[config.mk]
export PLATFORM = sky130hd
export DESIGN_NAME = chimp_board_engine_flat
export DESIGN_NICKNAME = d
export VERILOG_FILES = /design/src/rtl/chimp_board_engine_if.sv /design/src/rtl/chimp_board_engine.sv /design/src/flat_wrapper.sv
export SDC_FILE = /design/constraint.sdc
export NUM_CORES = 1
export LEC_CHECK = 0
export BUFFER_PORTS_ARGS = -buffer_cell sky130_fd_sc_hd__buf_2
export CAP_MARGIN = 20
export CORE_ASPECT_RATIO = 0.7
export CORE_MARGIN = 5
export CORE_UTILIZATION = 63
export CTS_CLUSTER_SIZE = 28
export DETAILED_ROUTE_END_ITERATION = 8
export PLACE_DENSITY = 0.89
export SYNTH_ARGS = -nofsm -noshare
export SYNTH_HDL_FRONTEND = slang
export SYNTH_SLANG_ARGS = --single-unit
[constraint.sdc]
create_clock -name clk -period 7.8 [get_ports clk]
set_input_delay 0.39 -clock clk [delete_from_list [all_inputs] [get_ports clk]]
set_output_delay 0.39 -clock clk [all_outputs]
set_load 0.01 [all_outputs]
[src/rtl/chimp_board_engine_if.sv]
// Front-end / renderer bundle for the chimp board engine.
// The master side drives start, PRNG and click inputs.
// The slave side (the engine) returns board, level and status.
interface chimp_board_engine_if #(
   parameter int ROWS   = 3,
   parameter int COLS   = 3,
   parameter int NUM_W  = 5,
   parameter int RAND_W = 8
);
   localparam int CELLS  = ROWS * COLS;
   localparam int CELL_W = NUM_W + 2;

   logic                      iStart;
   logic [RAND_W-1:0]         iRandNum;
   logic                      iClick;
   logic [2:0]                iBoxX;
   logic [2:0]                iBoxY;
   logic [CELLS*CELL_W-1:0]   oBoard;
   logic [NUM_W-1:0]          oLevel;
   logic [2:0]                oLives;
   logic [7:0]                oScore;
   logic                      oLevelDone;
   logic                      oGameOver;
   logic                      oWin;
   logic                      oBusy;

   modport master (
      output iStart, iRandNum, iClick, iBoxX, iBoxY,
      input  oBoard, oLevel, oLives, oScore, oLevelDone, oGameOver, oWin, oBusy
   );

   modport slave (
      input  iStart, iRandNum, iClick, iBoxX, iBoxY,
      output oBoard, oLevel, oLives, oScore, oLevelDone, oGameOver, oWin, oBusy
   );
endinterface

[src/rtl/chimp_board_engine.sv]
// Chimp-test game engine for a ROWS x COLS board.
// Places 1..level in distinct random cells (linear probing on collision),
// scores in-order clicks, tracks lives and advances levels.
module chimp_board_engine #(
   parameter int ROWS        = 3,
   parameter int COLS        = 3,
   parameter int NUM_W       = 5,
   parameter int START_LEVEL = 4,
   parameter int LIVES       = 3,
   parameter int RAND_W      = 8
) (
   input logic                  clk,
   input logic                  iResetN,
   chimp_board_engine_if.slave  bus
);
   localparam int CELLS  = ROWS * COLS;
   localparam int CELL_W = NUM_W + 2;
   localparam int IDX_W  = $clog2(CELLS);

   typedef enum logic [2:0] {
      S_IDLE, S_CLEAR, S_LOAD, S_SHOW, S_PLAY, S_DONE, S_OVER, S_WIN
   } state_t;

   state_t              state_q, state_d;
   logic [CELL_W-1:0]   board_q [CELLS];
   logic [CELL_W-1:0]   board_d [CELLS];
   logic [NUM_W-1:0]    level_q, level_d;
   logic [2:0]          lives_q, lives_d;
   logic [7:0]          score_q, score_d;
   logic [NUM_W-1:0]    k_q, k_d;
   logic [NUM_W-1:0]    exp_q, exp_d;
   logic [IDX_W-1:0]    probe_q, probe_d;
   logic                first_q, first_d;

   logic [RAND_W-1:0]   rand_mod;
   logic [IDX_W-1:0]    rand_idx;
   logic [IDX_W-1:0]    cand;
   logic [IDX_W-1:0]    click_idx;
   logic                click_in_range;
   logic [CELL_W-1:0]   click_cell;
   logic                click_hit;
   logic [CELLS*CELL_W-1:0] board_flat;

   // Click decode and first-probe candidate
   always_comb begin
      rand_mod       = bus.iRandNum % RAND_W'(CELLS);
      rand_idx       = IDX_W'(rand_mod);
      click_in_range = ({1'b0, bus.iBoxX} < 4'(COLS)) && ({1'b0, bus.iBoxY} < 4'(ROWS));
      click_idx      = IDX_W'(32'(bus.iBoxY) * COLS + 32'(bus.iBoxX));
      click_cell     = click_in_range ? board_q[click_idx] : '0;
      click_hit      = bus.iClick && click_in_range && click_cell[CELL_W-1];
   end

   // Next-state, board update and game bookkeeping
   always_comb begin
      state_d = state_q;
      board_d = board_q;
      level_d = level_q;
      lives_d = lives_q;
      score_d = score_q;
      k_d     = k_q;
      exp_d   = exp_q;
      probe_d = probe_q;
      first_d = first_q;
      cand    = first_q ? rand_idx : probe_q;

      if (bus.iStart) begin
         level_d = NUM_W'(START_LEVEL);
         lives_d = 3'(LIVES);
         score_d = '0;
         state_d = S_CLEAR;
      end else begin
         case (state_q)
            S_CLEAR: begin
               for (int unsigned i = 0; i < CELLS; i++) board_d[i] = '0;
               k_d     = NUM_W'(1);
               first_d = 1'b1;
               state_d = S_LOAD;
            end
            S_LOAD: begin
               if (!board_q[cand][CELL_W-1]) begin
                  board_d[cand] = {1'b1, 1'b1, k_q};
                  first_d       = 1'b1;
                  if (k_q == level_q) begin
                     exp_d   = NUM_W'(1);
                     state_d = S_SHOW;
                  end else begin
                     k_d = k_q + 1'b1;
                  end
               end else begin
                  probe_d = (cand == IDX_W'(CELLS - 1)) ? '0 : cand + 1'b1;
                  first_d = 1'b0;
               end
            end
            S_SHOW, S_PLAY: begin
               if (click_hit) begin
                  if (click_cell[NUM_W-1:0] == exp_q) begin
                     board_d[click_idx] = '0;
                     exp_d              = exp_q + 1'b1;
                     if (exp_q == level_q) begin
                        state_d = S_DONE;
                     end else if (state_q == S_SHOW) begin
                        for (int unsigned i = 0; i < CELLS; i++) board_d[i][CELL_W-2] = 1'b0;
                        state_d = S_PLAY;
                     end
                  end else begin
                     lives_d = lives_q - 1'b1;
                     state_d = (lives_q == 3'd1) ? S_OVER : S_CLEAR;
                  end
               end
            end
            S_DONE: begin
               score_d = (score_q == 8'hFF) ? score_q : score_q + 1'b1;
               if (level_q == NUM_W'(CELLS)) begin
                  state_d = S_WIN;
               end else begin
                  level_d = level_q + 1'b1;
                  state_d = S_CLEAR;
               end
            end
            default: ;
         endcase
      end
   end

   // State and datapath registers
   always_ff @(posedge clk or negedge iResetN) begin
      if (!iResetN) begin
         state_q <= S_IDLE;
         for (int unsigned i = 0; i < CELLS; i++) board_q[i] <= '0;
         level_q <= NUM_W'(START_LEVEL);
         lives_q <= 3'(LIVES);
         score_q <= '0;
         k_q     <= '0;
         exp_q   <= '0;
         probe_q <= '0;
         first_q <= 1'b0;
      end else begin
         state_q <= state_d;
         board_q <= board_d;
         level_q <= level_d;
         lives_q <= lives_d;
         score_q <= score_d;
         k_q     <= k_d;
         exp_q   <= exp_d;
         probe_q <= probe_d;
         first_q <= first_d;
      end
   end

   // Flatten the board for the renderer
   always_comb begin
      board_flat = '0;
      for (int unsigned i = 0; i < CELLS; i++) board_flat[i*CELL_W +: CELL_W] = board_q[i];
   end

   assign bus.oBoard     = board_flat;
   assign bus.oLevel     = level_q;
   assign bus.oLives     = lives_q;
   assign bus.oScore     = score_q;
   assign bus.oLevelDone = (state_q == S_DONE);
   assign bus.oGameOver  = (state_q == S_OVER);
   assign bus.oWin       = (state_q == S_WIN);
   assign bus.oBusy      = (state_q == S_CLEAR) || (state_q == S_LOAD);
endmodule

[src/flat_wrapper.sv]
// flat-port wrapper written by rule: the top's interface ports become plain ports
module chimp_board_engine_flat 
#(
   parameter int ROWS        = 3,
   parameter int COLS        = 3,
   parameter int NUM_W       = 5,
   parameter int START_LEVEL = 4,
   parameter int LIVES       = 3,
   parameter int RAND_W      = 8
)
  (clk, iResetN, bus_iStart, bus_iRandNum, bus_iClick, bus_iBoxX, bus_iBoxY, bus_oBoard, bus_oLevel, bus_oLives, bus_oScore, bus_oLevelDone, bus_oGameOver, bus_oWin, bus_oBusy);
  chimp_board_engine_if #(.ROWS(ROWS), .COLS(COLS), .NUM_W(NUM_W), .RAND_W(RAND_W)) bus_i ();
  input logic clk;
  input logic iResetN;
  input wire logic [$bits(bus_i.iStart)-1:0] bus_iStart;
  input wire logic [$bits(bus_i.iRandNum)-1:0] bus_iRandNum;
  input wire logic [$bits(bus_i.iClick)-1:0] bus_iClick;
  input wire logic [$bits(bus_i.iBoxX)-1:0] bus_iBoxX;
  input wire logic [$bits(bus_i.iBoxY)-1:0] bus_iBoxY;
  output wire logic [$bits(bus_i.oBoard)-1:0] bus_oBoard;
  output wire logic [$bits(bus_i.oLevel)-1:0] bus_oLevel;
  output wire logic [$bits(bus_i.oLives)-1:0] bus_oLives;
  output wire logic [$bits(bus_i.oScore)-1:0] bus_oScore;
  output wire logic [$bits(bus_i.oLevelDone)-1:0] bus_oLevelDone;
  output wire logic [$bits(bus_i.oGameOver)-1:0] bus_oGameOver;
  output wire logic [$bits(bus_i.oWin)-1:0] bus_oWin;
  output wire logic [$bits(bus_i.oBusy)-1:0] bus_oBusy;
  assign bus_i.iStart = bus_iStart;
  assign bus_i.iRandNum = bus_iRandNum;
  assign bus_i.iClick = bus_iClick;
  assign bus_i.iBoxX = bus_iBoxX;
  assign bus_i.iBoxY = bus_iBoxY;
  assign bus_oBoard = bus_i.oBoard;
  assign bus_oLevel = bus_i.oLevel;
  assign bus_oLives = bus_i.oLives;
  assign bus_oScore = bus_i.oScore;
  assign bus_oLevelDone = bus_i.oLevelDone;
  assign bus_oGameOver = bus_i.oGameOver;
  assign bus_oWin = bus_i.oWin;
  assign bus_oBusy = bus_i.oBusy;
  chimp_board_engine #(.ROWS(ROWS), .COLS(COLS), .NUM_W(NUM_W), .START_LEVEL(START_LEVEL), .LIVES(LIVES), .RAND_W(RAND_W)) u_core (.clk(clk), .iResetN(iResetN), .bus(bus_i));
endmodule
Word-level counts from Yosys, hierarchy flattened
Cells that the tools add are included.
Widths: inputs -> output; s select.
Storage, ports and cells
  register bits after elaboration: 97
Operators by class
  $add $sub $neg: 7
  $mul: 1
  divide/modulo/power cells: 1
  $lt $le $gt $ge: 6
  eq/ne operators: 26
  multiplexer cells: 66
  bitwise gates (word level): 5
  reduce and logical (&&, ||, !) cells: 23
Operators by type and width (count)
  $mux 63: 3
  $pmux 63 s3: 1
  $and 63x63->63: 1
  $bwmux 63: 1
  $not 63->63: 1
  $bmux 7 s4: 2
  $demux 7 s4: 2
  $mux 7: 7
  $mux 5: 9
  $mux 3: 13
  $mux 8: 3
  $pmux 5 s2: 2
  $mux 1: 19
  $add 5x1->5 const B: 3
  $eq 5x5->1: 3
  $eq 3x3->1 const B: 4
  $pmux 3 s4: 1
  $ge 5x5->1 const B: 2
  $lt 5x1->1 const B: 2
  $ne 2x2->1 const B: 5
  $not 4->5: 2
  $reduce_and 5->1: 2
  $reduce_bool 2->1: 5
  $add 8x1->8 const B: 1
  27 further kinds: 41

Depth between registers and ports, before layout
  depth after elaboration: 14
  mapped depth: 26
  gate-level depth less buffers: 23

Worst setup path before layout
No wires, ideal clock.
  path type: input -> register
  start: in bus_iRandNum[2]
  end: reg u_core.exp_q[0]
  setup time: 128 ps
  arrival: 4926 ps
  data required time: 7672 ps
  setup slack: 2746 ps
  stages on the path: 25
  buffers on the path: 3
  cells stage by stage: buf_2 > buf_4 > and3b_1 > o31ai_1 > o211ai_1 > inv_1 > ha_1 > a21oi_1 > o211ai_1 > o21ai_2 > o21a_1 > nand2_1 > xnor2_1 > ha_1 > o2111ai_2 > nor3_1 > mux2_4 > nand2_4 > inv_4 > mux2_4 > a211oi_4 > nor3_2 > or3_1 > buf_2 > mux2_1
On the way
  word-level cells in the longest chain between the ends: 8
RTL lines
  start, declared: line flat_wrapper.sv:16  | input wire logic [$bits(bus_i.iRandNum)-1:0] bus_iRandNum;
  $mod 8x4->8: line chimp_board_engine.sv:46  | rand_mod = bus.iRandNum % RAND_W'(CELLS);
  $mux 4: line chimp_board_engine.sv:65  | cand = first_q ? rand_idx : probe_q;
  $not 4->5 (implied by the code): line chimp_board_engine.sv:81  | if (!board_q[cand][CELL_W-1]) begin
  $bmux 7 s4: line chimp_board_engine.sv:81
  $mux 7 (implied by the code) (2 in a row): line chimp_board_engine.sv:81
  $ne 2x2->1 (no line)
  $reduce_and 6->1 (no line)
  end signal, assigned: line chimp_board_engine.sv:145  | exp_q <= exp_d;
  end, declared: line chimp_board_engine.sv:31  | logic [NUM_W-1:0] exp_q, exp_d;
Every way passes these cells. The select of a mux whose other input is x is not followed.
A chain may end at the register's enable or synchronous reset.

Worst setup path in the final report
  start: in bus_iBoxY[0]
  end: reg u_core.board_q, in the netlist u_core.bus.oBoard[16]
On the way
  word-level cells in the longest chain between the ends: 12
  elaborated cells between the ends (all ways): 25
RTL lines
  start, declared: line flat_wrapper.sv:19  | input wire logic [$bits(bus_i.iBoxY)-1:0] bus_iBoxY;
  $mul 3x2->4: line chimp_board_engine.sv:49  | click_idx = IDX_W'(32'(bus.iBoxY) * COLS + 32'(bus.iBoxX));
  $add 4x3->4: line chimp_board_engine.sv:49
  $not 4->5 (implied by the code): line chimp_board_engine.sv:50, chimp_board_engine.sv:98
  $ge 5x5->1 (implied by the code) or $lt 5x1->1 (tied branches): line chimp_board_engine.sv:98  | board_d[click_idx] = '0;
  $logic_and 1x1->1 (implied by the code): line chimp_board_engine.sv:98
  $mux 7 (implied by the code): line chimp_board_engine.sv:98
  $demux 7 s4: line chimp_board_engine.sv:98
  $not 63->63 (no line)
  $and 63x63->63 (no line)
  $mux 63: line chimp_board_engine.sv:97  | if (click_cell[NUM_W-1:0] == exp_q) begin
  $mux 63: line chimp_board_engine.sv:96  | if (click_hit) begin
  $pmux 63 s3: line chimp_board_engine.sv:73  | case (state_q)
  end signal, assigned: line chimp_board_engine.sv:140  | board_q <= board_d;
  end, declared: line chimp_board_engine.sv:25  | logic [CELL_W-1:0] board_q [CELLS];
Parallel ways exist; a longest one is shown, timed or not. The select of a mux whose other input is x is not followed.

==> impl_metrics.toml <==
[routing]
dr.pass1.iters = 5
wl_per_cell_um = 22.2
drt-total-wl_um = 20200
dr_total_vias = 6368
vias_per_cell = 7.00
route.detailed.drc = 0
ant_nets = 0
drtIter0Drc = 916

[clock_network]
worst_skew_pair.late_latency_ns = 0.35
ctsHoldBuffers = 0
cts_sinks = 97
cts_resized = 0
cts-root-buf = "clkbuf_16"
cts_max_level = 3
cts_buffer_depth = 2
tritoncts = "done"
cts_made_buffers = 9
clk_pin_slew_ns = 0.08
post_cts.repair.setup_buffers = 0

[yosys]
syn_area_sq_um = 6730
synth_edf_count = 0
async_flop_share = 1.00
synth_area_per_cell_sq_um = 9.63
synthCells = 699
syn_nets = 735
synth_cell_types = 93
synth-seq-area-share = 0.361
synthFlopType = "dfrtp_1"
synth-seq-cells = 97
ys_warn_count = 0

[layout]
diodes = 0
final_layout_size_suffix_gt1_frac = 0.220
area_growth_pct = 12.1
final_cells = 910
nets = 809
fin_area_sq_um = 7550
fillers = 750

[sta]
period_needed_ns = 6.32
relSlewSlack = 0.262
tns_ns = 0
finalSetupViolCount = 0
clock.fmax_mhz = 158
post-route-period-util = 0.811
clock_skew_ns = 0.0119
fin_hold_ws_ns = -0.000675
rsz0062_at_grt = "no"
slew_violations = 0
tightest_slew_ns = 1.10
hold_violations = 1

[floorplan]
die_x_um = 134
ios = 101
die_height_um = 96.5
initial_core_util = 0.648
die_area_sq_um = 12900
core_area_sq_um = 10400
rows = 31

[place]
gp_congestion = 0.956
io_buffers = 100
place_area_sq_um = 7220
hpwl_um = 14500
place_inst = 893

[global_route]
antenna_found_initial = 0
grt_overflow_total = 0
grt_pass1_wl_um = 32400
grt_use_total = 0.317
grt_pass1_vias = 6175
grt_start_max_net_pins = 59

[worst_setup_path]
reg2reg_from = "u_core.bus.oBoard[51]$_DFFE_PN0P_"
path_cells = "buf_2 -> fa_1 -> ha_1 -> fa_1 -> nor3_2 -> nand2_1 -> mux2i_1 -> xnor2_1 -> nand3_1 -> o21ai_0 -> a22oi_1 -> a211oi_1 -> nand2_1 -> a21oi_1 -> o31ai_4 -> nor3_1 -> a22o_1"
r2r_cells = 13
required_ns = 8.09
crit_family = "compound AO/OA/AOI/OAI gates"
r2r-end = "u_core.bus.oBoard[16]$_DFFE_PN0P_"
rrSetupSlack_ns = 3.02
cp_slowest_stage_delay_ns = 0.85
crit_slowest_cell = "nor3_1"
critPathMaxFanout = 19
crit_start = "bus_iBoxY[0]"
crit_type = "input port to flop"
critPathArrivalTime_ns = 6.62
cp-end-kind = "flop"
worstSetupStartpointType = "input port"
crit_path_end = "u_core.bus.oBoard[16]$_DFFE_PN0P_"
critPathBufInv = 1
cp.depth = 17

[min_path]
hold_path_class = "input port to async pin"

[pwr]
p_leak_nw = 3.59
peakVddDrop_mv = 0.173
power.density_nw_per_um2 = 247
p_total_mw = 1.87

[run_status]
violations = "hold timing"
status = "finished with violations"

[job]
maxCapViolCount = 0
==> worst min-delay path by stage <==
stage                        from                          endpoint  slack [ns]  cells past startpoint
final                     iResetN  u_core.bus.oScore[6]$_DFFE_PN0P_     -0.0007                      1
after global routing      iResetN  u_core.bus.oScore[6]$_DFFE_PN0P_        0.05                      1
after CTS                 iResetN  u_core.bus.oScore[0]$_DFFE_PN0P_        0.02                      1
after detailed placement  iResetN  u_core.bus.oScore[0]$_DFFE_PN0P_        0.40                      1
after global placement    iResetN  u_core.bus.oScore[0]$_DFFE_PN0P_        0.38                      1
after floorplan           iResetN  u_core.bus.oBoard[0]$_DFFE_PN0P_        0.09                      0
==> report_power, final <==
| part | leakage [nW] | internal, mW | total (mW) | switching (mW) |
|---|---|---|---|---|
| Combinational | 2.11 | 0.255 | 0.755 | 0.500 |
| Clock | 0.162 | 0.285 | 0.493 | 0.209 |
| Sequential | 1.32 | 0.540 | 0.618 | 0.0785 |
| Total | 3.59 | 1.08 | 1.87 | 0.787 |
==> layer usage <==
metal / vias up / routed length (um) / GRT usage
met4: 0 / 540 / 0.104
li1: 2760 / - / -
met1: 3110 / 8180 / 0.428
met3: 72 / 2300 / 0.0932
met2: 426 / 9210 / 0.499
met5: - / 0 / 0
==> cell families (layout without fill, tap and decap cells) <==
group / Yosys count / after routing / share of synthesized area
AOI/OAI and AO/OA: 220 / 220 / 0.249
xor gates and xnor gates: 32 / 32 / 0.0427
buffers and inverters: 72 / 151 / 0.0481
DFF: 97 / 97 / 0.361
muxes: 34 / 34 / 0.0753
and+or+nand+nor: 226 / 226 / 0.187
adders and majority gates: 18 / 18 / 0.0368
==> per-stage QoR <==
stage,utilization,setup WS [ns]
CTS,0.726,1.71
global route,0.726,1.22
finish,0.726,1.48
global placement,0.694,1.70
detailed placement,0.694,1.47
floorplan,-,2.75
==> sequential cells by signal, indices dropped and copies added, names as in the netlist <==
| name | flops |
|---|---|
| u_core.exp_q | 5 |
| u_core.state_q | 3 |
| u_core.bus.oLives | 3 |
| u_core.first_q | 1 |
| u_core.k_q | 5 |
| u_core.bus.oScore | 8 |
| u_core.bus.oBoard | 63 |
| u_core.probe_q | 4 |
| u_core.bus.oLevel | 5 |
==> synth_stat cells, types with 12 or more instances <==
library cell / number / area [sq um]
a22o_1: 46 / 403
ha_1: 15 / 188
dfrtp_1: 94 / 2350
o21ai_0: 43 / 215
nand2_1: 44 / 165
nand3_1: 18 / 90.1
clkbuf_1: 21 / 78.8
mux4_2: 12 / 270
mux2i_1: 15 / 150
a21oi_1: 32 / 160
nor2_1: 48 / 180
xnor2_1: 18 / 158
nor3_1: 17 / 85.1
inv_1: 28 / 105
nand2b_1: 15 / 93.8
xor2_1: 13 / 114
==> cell usage in the layout, fill, tap and decap left out, types with 5 or more instances in the layout <==
master     count
mux4_2        12
a31oi_1        9
o22a_1         5
and2_1         5
dfrtp_1       94
ha_1          15
buf_2         99
nand2_1       44
clkbuf_16      9
mux2i_1       15
nand4_1        6
or3_1          9
o31ai_1        5
a22o_1        46
nor3_1        17
nand2b_1      15
o41ai_1        5
o211ai_1      10
inv_1         28
and3_1         6
a211o_1        5
nor3b_1        5
xor2_1        13
a21oi_1       32
xnor2_1       18
nor3_2         5
o21ai_1        5
o21ai_0       43
nand3b_1       8
buf_4          5
nor2_1        48
a211oi_1       6
nor2b_1        8
a21o_1         7
nand3_1       18
==> cell type report <==
type                       instances  area, sq um  area share
timing repair buffer             104          533      0.0706
inverter                          31          119      0.0157
multi-input combinational        530         3980       0.527
tap                              132          165      0.0219
clock inverter                     7         98.8      0.0131
sequential                        97         2430       0.322
clock buffer                       9          225      0.0298
Power figures use the tool's default switching activity.
